File: src/rtl/axi4_rr_arbiter_pkg.sv
// axi4_rr_arbiter_pkg: shared FSM encodings, AXI field widths and helpers for the arbiter
package axi4_rr_arbiter_pkg;

    typedef enum logic [1:0] {
        R_IDLE = 2'd0,
        R_ADDR = 2'd1,
        R_DATA = 2'd2
    } rd_state_t;

    typedef enum logic [1:0] {
        W_IDLE = 2'd0,
        W_ACT  = 2'd1,
        W_RESP = 2'd2
    } wr_state_t;

    // {len[7:0], size[2:0], burst[1:0]} on top of the ID
    localparam int CTL_FIXED_W = 13;
    localparam int RESP_W      = 2;

    function automatic int wrap_inc(input int i, input int n);
        return (i == n - 1) ? 0 : i + 1;
    endfunction

endpackage

File: src/rtl/axi4_rr_arbiter_picker.sv
// rr_picker: round-robin select of the first requester at or after ptr_i, wrapping
module rr_picker #(
    parameter int N  = 2,
    parameter int IW = $clog2(N)
) (
    input  logic [N-1:0]  req_i,
    input  logic [IW-1:0] ptr_i,
    output logic [N-1:0]  gnt_o,
    output logic [IW-1:0] idx_o
);
    logic [IW-1:0] j;
    logic          found;
    // scan from the pointer so the last-served master has lowest priority
    always_comb begin
        gnt_o = '0;
        idx_o = '0;
        j     = '0;
        found = 1'b0;
        for (int k = 0; k < N; k++) begin
            j = IW'((int'(ptr_i) + k) % N);
            if (!found && req_i[j]) begin
                found    = 1'b1;
                gnt_o[j] = 1'b1;
                idx_o    = j;
            end
        end
    end
endmodule

File: src/rtl/axi4_rr_arbiter.sv
// axi4_rr_arbiter: N-master to 1-slave AXI4 arbiter with independent round-robin read and write paths
module axi4_rr_arbiter
    import axi4_rr_arbiter_pkg::*;
#(
    parameter int NUM_M  = 2,
    parameter int ADDR_W = 32,
    parameter int DATA_W = 32,
    parameter int ID_W   = 4
) (
    input  logic                                   clk,
    input  logic                                   rst,
    input  logic [NUM_M-1:0]                       m_arvalid,
    output logic [NUM_M-1:0]                       m_arready,
    input  logic [NUM_M*ADDR_W-1:0]                m_araddr,
    input  logic [NUM_M*(ID_W+CTL_FIXED_W)-1:0]    m_arctl,
    output logic [NUM_M-1:0]                       m_rvalid,
    input  logic [NUM_M-1:0]                       m_rready,
    output logic [NUM_M-1:0]                       m_rlast,
    output logic [DATA_W-1:0]                      m_rdata,
    output logic [RESP_W+ID_W-1:0]                 m_rresp_rid,
    input  logic [NUM_M-1:0]                       m_awvalid,
    output logic [NUM_M-1:0]                       m_awready,
    input  logic [NUM_M*ADDR_W-1:0]                m_awaddr,
    input  logic [NUM_M*(ID_W+CTL_FIXED_W)-1:0]    m_awctl,
    input  logic [NUM_M-1:0]                       m_wvalid,
    output logic [NUM_M-1:0]                       m_wready,
    input  logic [NUM_M-1:0]                       m_wlast,
    input  logic [NUM_M*DATA_W-1:0]                m_wdata,
    input  logic [NUM_M*DATA_W/8-1:0]              m_wstrb,
    output logic [NUM_M-1:0]                       m_bvalid,
    input  logic [NUM_M-1:0]                       m_bready,
    output logic [RESP_W+ID_W-1:0]                 m_bresp_bid,
    output logic [ADDR_W-1:0]                      s_araddr,
    output logic [ID_W-1:0]                        s_arid,
    output logic [7:0]                             s_arlen,
    output logic [2:0]                             s_arsize,
    output logic [1:0]                             s_arburst,
    output logic                                   s_arvalid,
    input  logic                                   s_arready,
    input  logic [DATA_W-1:0]                      s_rdata,
    input  logic [RESP_W-1:0]                      s_rresp,
    input  logic [ID_W-1:0]                        s_rid,
    input  logic                                   s_rlast,
    input  logic                                   s_rvalid,
    output logic                                   s_rready,
    output logic [ADDR_W-1:0]                      s_awaddr,
    output logic [ID_W-1:0]                        s_awid,
    output logic [7:0]                             s_awlen,
    output logic [2:0]                             s_awsize,
    output logic [1:0]                             s_awburst,
    output logic                                   s_awvalid,
    input  logic                                   s_awready,
    output logic [DATA_W-1:0]                      s_wdata,
    output logic [DATA_W/8-1:0]                    s_wstrb,
    output logic                                   s_wlast,
    output logic                                   s_wvalid,
    input  logic                                   s_wready,
    input  logic [RESP_W-1:0]                      s_bresp,
    input  logic [ID_W-1:0]                        s_bid,
    input  logic                                   s_bvalid,
    output logic                                   s_bready,
    output logic [NUM_M-1:0]                       rd_grant,
    output logic [NUM_M-1:0]                       wr_grant
);
    localparam int IW = $clog2(NUM_M);
    localparam int CW = ID_W + CTL_FIXED_W;

    rd_state_t      rd_state_q, rd_state_d;
    logic [NUM_M-1:0] rd_grant_q, rd_grant_d, rd_pick_gnt;
    logic [IW-1:0]  rd_idx_q, rd_idx_d, rd_ptr_q, rd_ptr_d, rd_pick_idx;
    wr_state_t      wr_state_q, wr_state_d;
    logic [NUM_M-1:0] wr_grant_q, wr_grant_d, wr_pick_gnt;
    logic [IW-1:0]  wr_idx_q, wr_idx_d, wr_ptr_q, wr_ptr_d, wr_pick_idx;
    logic           aw_done_q, aw_done_d, w_done_q, w_done_d;
    logic           rd_ad, rd_dt, wr_act, wr_rsp, aw_open, w_open;

    rr_picker #(.N(NUM_M)) u_rd_pick (.req_i(m_arvalid), .ptr_i(rd_ptr_q), .gnt_o(rd_pick_gnt), .idx_o(rd_pick_idx));
    rr_picker #(.N(NUM_M)) u_wr_pick (.req_i(m_awvalid), .ptr_i(wr_ptr_q), .gnt_o(wr_pick_gnt), .idx_o(wr_pick_idx));

    // state, grants and pointers; reset aborts any transaction with no drain
    always_ff @(posedge clk or posedge rst) begin
        if (rst) begin
            rd_state_q <= R_IDLE;
            rd_grant_q <= '0;
            rd_idx_q   <= '0;
            rd_ptr_q   <= '0;
            wr_state_q <= W_IDLE;
            wr_grant_q <= '0;
            wr_idx_q   <= '0;
            wr_ptr_q   <= '0;
            aw_done_q  <= 1'b0;
            w_done_q   <= 1'b0;
        end else begin
            rd_state_q <= rd_state_d;
            rd_grant_q <= rd_grant_d;
            rd_idx_q   <= rd_idx_d;
            rd_ptr_q   <= rd_ptr_d;
            wr_state_q <= wr_state_d;
            wr_grant_q <= wr_grant_d;
            wr_idx_q   <= wr_idx_d;
            wr_ptr_q   <= wr_ptr_d;
            aw_done_q  <= aw_done_d;
            w_done_q   <= w_done_d;
        end
    end

    // read FSM: grant on AR request, one AR, hold until the last R beat
    always_comb begin
        rd_state_d = rd_state_q;
        rd_grant_d = rd_grant_q;
        rd_idx_d   = rd_idx_q;
        rd_ptr_d   = rd_ptr_q;
        case (rd_state_q)
            R_IDLE: if (|m_arvalid) begin
                rd_state_d = R_ADDR;
                rd_grant_d = rd_pick_gnt;
                rd_idx_d   = rd_pick_idx;
            end
            R_ADDR: if (s_arvalid && s_arready) rd_state_d = R_DATA;
            R_DATA: if (s_rvalid && s_rready && s_rlast) begin
                rd_state_d = R_IDLE;
                rd_grant_d = '0;
                rd_ptr_d   = IW'(wrap_inc(int'(rd_idx_q), NUM_M));
            end
            default: rd_state_d = R_IDLE;
        endcase
    end

    // write FSM: grant on AW request, AW and last W tracked independently, hold until B
    always_comb begin
        wr_state_d = wr_state_q;
        wr_grant_d = wr_grant_q;
        wr_idx_d   = wr_idx_q;
        wr_ptr_d   = wr_ptr_q;
        aw_done_d  = aw_done_q;
        w_done_d   = w_done_q;
        case (wr_state_q)
            W_IDLE: if (|m_awvalid) begin
                wr_state_d = W_ACT;
                wr_grant_d = wr_pick_gnt;
                wr_idx_d   = wr_pick_idx;
            end
            W_ACT: begin
                aw_done_d = aw_done_q | (s_awvalid & s_awready);
                w_done_d  = w_done_q | (s_wvalid & s_wready & s_wlast);
                if (aw_done_d && w_done_d) begin
                    wr_state_d = W_RESP;
                    aw_done_d  = 1'b0;
                    w_done_d   = 1'b0;
                end
            end
            W_RESP: if (s_bvalid && s_bready) begin
                wr_state_d = W_IDLE;
                wr_grant_d = '0;
                wr_ptr_d   = IW'(wrap_inc(int'(wr_idx_q), NUM_M));
            end
            default: wr_state_d = W_IDLE;
        endcase
    end

    assign rd_ad   = rd_state_q == R_ADDR;
    assign rd_dt   = rd_state_q == R_DATA;
    assign wr_act  = wr_state_q == W_ACT;
    assign wr_rsp  = wr_state_q == W_RESP;
    assign aw_open = wr_act & ~aw_done_q;
    assign w_open  = wr_act & ~w_done_q;

    assign rd_grant = rd_grant_q;
    assign wr_grant = wr_grant_q;

    assign s_arvalid = rd_ad & m_arvalid[rd_idx_q];
    assign s_araddr  = rd_ad ? m_araddr[rd_idx_q*ADDR_W +: ADDR_W] : '0;
    assign {s_arid, s_arlen, s_arsize, s_arburst} = rd_ad ? m_arctl[rd_idx_q*CW +: CW] : '0;
    assign m_arready = rd_ad ? rd_grant_q & {NUM_M{s_arready}} : '0;

    assign s_rready    = rd_dt & m_rready[rd_idx_q];
    assign m_rvalid    = rd_dt ? rd_grant_q & {NUM_M{s_rvalid}} : '0;
    assign m_rlast     = rd_dt ? rd_grant_q & {NUM_M{s_rlast}} : '0;
    assign m_rdata     = rd_dt ? s_rdata : '0;
    assign m_rresp_rid = rd_dt ? {s_rresp, s_rid} : '0;

    assign s_awvalid = aw_open & m_awvalid[wr_idx_q];
    assign s_awaddr  = wr_act ? m_awaddr[wr_idx_q*ADDR_W +: ADDR_W] : '0;
    assign {s_awid, s_awlen, s_awsize, s_awburst} = wr_act ? m_awctl[wr_idx_q*CW +: CW] : '0;
    assign m_awready = aw_open ? wr_grant_q & {NUM_M{s_awready}} : '0;

    assign s_wvalid = w_open & m_wvalid[wr_idx_q];
    assign s_wdata  = wr_act ? m_wdata[wr_idx_q*DATA_W +: DATA_W] : '0;
    assign s_wstrb  = wr_act ? m_wstrb[wr_idx_q*(DATA_W/8) +: DATA_W/8] : '0;
    assign s_wlast  = wr_act & m_wlast[wr_idx_q];
    assign m_wready = w_open ? wr_grant_q & {NUM_M{s_wready}} : '0;

    assign s_bready    = wr_rsp & m_bready[wr_idx_q];
    assign m_bvalid    = wr_rsp ? wr_grant_q & {NUM_M{s_bvalid}} : '0;
    assign m_bresp_bid = wr_rsp ? {s_bresp, s_bid} : '0;
endmodule
File: config.mk
export PLATFORM = sky130hd
export DESIGN_NAME = axi4_rr_arbiter
export DESIGN_NICKNAME = d
export VERILOG_FILES = /design/src/rtl/axi4_rr_arbiter_pkg.sv /design/src/rtl/axi4_rr_arbiter_picker.sv /design/src/rtl/axi4_rr_arbiter.sv
export SDC_FILE = /design/constraint.sdc
export NUM_CORES = 1
export LEC_CHECK = 0
export CORE_AREA = 2 2 205 207
export DETAILED_ROUTE_END_ITERATION = 8
export DIE_AREA = 0 0 207 209
export DONT_BUFFER_PORTS = 1
export PLACE_DENSITY_LB_ADDON = 0.08
export SYNTH_ARGS = -nofsm -noshare
export SYNTH_HDL_FRONTEND = slang
export SYNTH_SLANG_ARGS = --single-unit
File: constraint.sdc
create_clock -name clk -period 2.14 [get_ports clk]
set_input_delay 0.642 -clock clk [delete_from_list [all_inputs] [get_ports clk]]
set_output_delay 0.642 -clock clk [all_outputs]
set_load 0.05 [all_outputs]
After elaboration in Yosys (flattened, before gate mapping)
Index checks and enable logic that the tools add are counted.
{ "classes": {"addsub": 4, "multipliers": 2, "order_cmp": 10, "n_eq_ne": 10, "shifts": 6, "mux": 69, "bitwise_logic": 23, "n_reduce_logical": 27} }
{ "ops": {"columns": ["operator", "n"], "rows": [
  ["$shiftx A64 B7 Y32", 3],
  ["$mux W32", 4],
  ["$shiftx A34 B7 Y17", 2],
  ["$mux W2", 18],
  ["$mux W1", 34],
  ["$mux W17", 2],
  ["$and A2 B2 Y2", 6],
  ["$lt A1 B2 Y1 const B", 6],
  ["$mul A1 B5 Y6 const B", 2],
  ["$mux W6", 2],
  ["$pmux W2 S3", 2],
  ["$reduce_and A3 Y1", 4],
  ["$and A1 B1 Y1", 11],
  ["$logic_and A1 B1 Y1", 11],
  ["$ne A2 B1 Y1 const B", 4],
  ["$pmux W2 S2", 2],
  ["$reduce_and A2 Y1", 4],
  ["$shiftx A8 B4 Y4", 1],
  ["$add A1 B1 Y1 const B", 4],
  ["$demux W1 S1", 4],
  ["$eq A2 B1 Y1 const B", 2],
  ["$eq A2 B2 Y1 const B", 2],
  ["$ge A1 B1 Y1 const B", 4],
  ["$logic_not A2 Y1", 2],
  ["8 further kinds", 15]
]} }
{ "totals": {"ff_bits": 14, "word_cells": 161} }

Longest topological paths before layout
{ "depth": {"ltp_word": 9, "depth_mapped": 5, "depth_no_buf": 3} }

Hierarchy
A second synthesis with hierarchy kept.
{ "hier_totals": {"hier_cells": 451, "hier_area_um2": 3214.3} }
{ "by_module_without_submodules": {"columns": ["module", "n_inst", "cells_each", "area_each_um2", "seq_area_each_um2"], "rows": [
  ["axi4_rr_arbiter", 1, 443, 3154.3, 350.3],
  ["rr_picker", 2, 4, 30.0, 0.0]
]} }

Worst setup path after synthesis
Ideal clock, no wire load.
{ "synth_path": {"path_type": "register to output", "from": "reg wr_state_q[1]", "to": "out s_wdata[25]", "t_arrival_ns": 1.816, "slack_ns": -0.318, "path_stages_with_launch": 6, "path_buffers": 3, "path_cell_list": "dfrtp_1 or2b_1 clkbuf_1 buf_2 buf_2 nor2_1"} }
{ "synth_via": {"elab_chain_len": 2} }
{ "synth_rtl": {"columns": ["element", "line_no", "text"], "rows": [
  ["from (decl)", "axi4_rr_arbiter.sv:71", "wr_state_t wr_state_q, wr_state_d;"],
  ["from (signal assigned)", "axi4_rr_arbiter.sv:98", "wr_state_q <= wr_state_d;"],
  ["$eq A2 B1 Y1", "axi4_rr_arbiter.sv:163", "assign wr_act = wr_state_q == W_ACT;"],
  ["$mux W32", "axi4_rr_arbiter.sv:188", "assign s_wdata = wr_act ? m_wdata[wr_idx_q*DATA_W +: DATA_W] : '0;"],
  ["to (decl)", "axi4_rr_arbiter.sv:53", "output logic [DATA_W-1:0] s_wdata,"]
]} }
No other way between the ends.

Worst setup path after layout
{ "layout_path": {"from": "reg wr_idx_q", "to": "out s_awid[1]"} }
{ "layout_via": {"elab_chain_len": 3} }
{ "layout_rtl": {"columns": ["element", "line_no", "text"], "rows": [
  ["from (decl)", "axi4_rr_arbiter.sv:73", "logic [IW-1:0] wr_idx_q, wr_idx_d, wr_ptr_q, wr_ptr_d, wr_pick_idx;"],
  ["from (signal assigned)", "axi4_rr_arbiter.sv:100", "wr_idx_q <= wr_idx_d;"],
  ["$mul A1 B5 Y6", "axi4_rr_arbiter.sv:184", "assign {s_awid, s_awlen, s_awsize, s_awburst} = wr_act ? m_awctl[wr_idx_q*CW +: CW] : '0;"],
  ["$shiftx A34 B7 Y17", "axi4_rr_arbiter.sv:184", null],
  ["$mux W17", "axi4_rr_arbiter.sv:184", null],
  ["to (decl)", "axi4_rr_arbiter.sv:47", "output logic [ID_W-1:0] s_awid,"]
]} }
No other way between the ends.

==> summary.md <==
| Metric | Value |
|---|---|
| Io pins | `532` |
| Max stage delay on crit path | `0.52 ns` |
| Worst slack, placed | `0.00363 ns` |
| Buffers & Inverters on Critical Path | `3` |
| Clock skew | `0.000688 ns` |
| Largest net degree at the start of global routing | `44` |
| Total negative setup slack | `-11.52 ns` |
| Die height | `209 um` |
| Worst Path Required | `1.50 ns` |
| DR WL/cell | `21.1 um` |
| First-pass GRT wire length | `32.9 mm` |
| CP Data Arrival Time | `1.64 ns` |
| Synthesis warning total | `0` |
| Post-synthesis cell count | `439` |
| RSZ-0062 raised after global routing | `true` |
| Mapped Nets | `771` |
| Critical path fanouts, max | `19` |
| Top cell type's share of synthesized area | `0.446` |
| Worst Path Class, Setup | `reg2out` |
| Vias in the first global route | `4,769` |
| Placer Congestion | `0.792` |
| CTS clk-pin slew, worst paths | `0.05 ns` |
| Worst min path class | `in2async` |
| Congestion Overflow GR | `0` |
| CP dominant cell by count | `buf_12` |
| Failing checks | `setup timing` |
| Core region area | `41,300 sq um` |
| # rows | `75` |
| Final WL | `25.9 mm` |
| Pre-antenna DRT Iters | `6` |
| Final Cycle Share | `1.06` |
| Leading area contributor after synthesis | `mux2i_1` |
| Ys async rst share | `1.00` |
| Final #Nets | `1,018` |
| Startpoint types | `register` |
| CTS H-tree lvls | `1` |
| VDD IR max | `0.000924 V` |
| Antenna viol nets, final | `0` |
| Final Power | `0.0223 W` |
| Fin worst setup slack | `-0.138 ns` |
| Power Density | `2210 nW/um^2` |
| CTS Buf Count | `3` |
| Post-Syn Area | `3140 sq um` |
| Total die area | `43,300 sq um` |
| Static Leak | `3.90 nW` |
| Primary FF master, synth | `dfrtp_1` |
| Clk buf depth | `2` |
| Root buffer cell | `clkbuf_16` |
| CP cell instances | `buf_12, buf_12, mux2i_4, nor2_4, buf_12` |
| Register area share after synthesis | `0.111` |
| Largest cells by area after synthesis | `mux2i_1, nor2_1, dfrtp_1` |
| Slew @ Worst Pin | `0.645 ns` |
| Via/cell ratio | `3.59` |
| Vias | `4,410` |
| Worst r2r dst | `w_done_q$_DFFE_PP0N_` |
| Register-to-Register Path Depth | `6` |
| Slowest-stage cell, CP | `dfrtp_4` |
| Final setup fails | `169` |
| Post-synth EDFFs | `0` |
| Critical Path Sink | `s_awid[1]` |
| Initial antenna violation count | `4` |
| Final Hold Fails | `0` |
| Chip Width | `207 um` |
| # fillers | `4,341` |
| CTS sink cnt | `14` |
| # DRC | `0` |
| R2R Path Start | `wr_idx_q$_DFFE_PP0P_` |
| Initial core utilization | `0.0762` |
| Reg2Reg Setup Slack | `0.24 ns` |
| Synth cell types | `36` |
| Layout cell share with drive strength beyond 1 | `0.809` |
| Starting DRT DRC Count | `128` |
| GR Util All Layers | `0.103` |
| CP Capture Type | `output pin` |
| Status | `finished with violations` |
| Clk_lat worst skew | `0.24 ns` |
| Stages on worst setup path | `5` |
| Final count of pins violating max slew | `0` |
| Max Cap Viol | `0` |
| Syn avg cell area | `7.16 sq um` |
| Area growth, synth to finish | `220%` |
| FF+latch count, synth | `14` |
| IO Port Bufs | `0` |
| Setup crit start | `wr_idx_q$_DFFE_PP0P_` |
| Max frequency | `439 MHz` |
| Max_slew headroom | `0.570` |
| Crit-path leading delay family | `flip-flops` |
| Final min period | `2.28 ns` |
| Placed wire-length estimate | `20.7 mm` |
| CTS tree | `built` |
kinds of logic after synthesis:
logic type,Yosys count,share of synthesized area
AND/OR/NAND/NOR,217,0.323
multiplexers,141,0.449
buffers and inverters,43,0.0569
AO/OA/AOI/OAI,24,0.0593
flip-flops,14,0.111
synthesized netlist by cell type, types with 2 or more instances:
master and number:
nor2_1 142, mux2i_1 140, and2_1 45, clkbuf_1 19, buf_2 14, dfrtp_1 14
and3_1 12, inv_1 6, nor2b_1 5, o21ai_0 5, a31o_2 4, buf_1 4
o31ai_1 3, a21o_1 2, nand2b_1 2, nand3b_1 2
where the power goes:
| part | switching, W | internal, W |
|---|---|---|
| combinational | 0.0114 | 0.00992 |
| clock | 0.000113 | 0.000284 |
| sequential | 0.000156 | 0.000402 |
what timing repair did:
item	in CTS	in global routing
pin swaps	14	71
hold endpoints to repair	0	0
setup endpoints to repair	138	180
buffers inserted	17	24
cloned	7	17
hold buffers	0	0
resized for setup	113	167
state kept, by name, summed over array words and instances, names as in the netlist:
name        flops
aw_done_q       1
rd_grant        2
rd_idx_q        1
rd_ptr_q        1
rd_state_q      2
w_done_q        1
wr_grant        2
wr_idx_q        1
wr_ptr_q        1
wr_state_q      2
placed cells by master, fill, tap and decap left out, types with 11 or more instances in the layout:
cell	n
nor2_4	79
clkbuf_16	12
and2_4	39
nor2_2	53
buf_6	28
dfrtp_1	11
buf_4	43
mux2i_1	61
buf_12	181
mux2i_4	28
mux2i_2	51
per-stage QoR:
step	util	cell area, sq um	hold WS, ns	instances
3_3_place_gp	0.193	7980	0.518	1162
4_1_cts	0.216	8930	0.398	1189
3_5_place_dp	0.193	7980	0.525	1162
5_1_grt	0.244	10100	0.418	1229
2_1_floorplan	-	3630	0.482	439
6_report	0.244	10100	0.369	1229
routing by layer:
| layer | global-route usage | wire length (um) | share of wire | up-vias |
|---|---|---|---|---|
| met1 | 0.0838 | 6950 | 0.27 | 2062 |
| met3 | 0.0320 | 2120 | 0.082 | 26 |
| met4 | 0.0271 | 782 | 0.030 | 0 |
| met2 | 0.229 | 16000 | 0.62 | 318 |
| met5 | 0 | 0 | 0 | - |
| li1 | - | - | - | 2004 |
final cells by class:
| class | instances | area, sq um | share of cell area |
|---|---|---|---|
| Clock buffer | 4 | 88.8 | 0.00883 |
| Inverter | 6 | 22.5 | 0.00224 |
| Antenna cell | 5 | 12.5 | 0.00124 |
| Sequential cell | 14 | 357 | 0.0354 |
| Timing Repair Buffer | 277 | 4850 | 0.482 |
| Tap cell | 539 | 674 | 0.0670 |
| Multi-Input combinational cell | 384 | 4060 | 0.403 |
how the worst min path moves through the flow:
| stage | end | cells after the start | slack [ns] | start |
|---|---|---|---|---|
| 6_report | rd_grant[1]$_DFFE_PP0P_ | 1 | 0.37 | rst |
| 5_1_grt | rd_state_q[0]$_DFFE_PP0P_ | 1 | 0.42 | rst |
| 4_1_cts | rd_grant[1]$_DFFE_PP0P_ | 1 | 0.40 | rst |
| 3_5_place_dp | rd_ptr_q$_DFFE_PP0P_ | 2 | 0.52 | rd_ptr_q$_DFFE_PP0P_ |
| 3_3_place_gp | rd_ptr_q$_DFFE_PP0P_ | 2 | 0.52 | rd_ptr_q$_DFFE_PP0P_ |
| 2_1_floorplan | rd_ptr_q$_DFFE_PP0P_ | 2 | 0.48 | rd_ptr_q$_DFFE_PP0P_ |
Power figures use the tool's default switching activity.
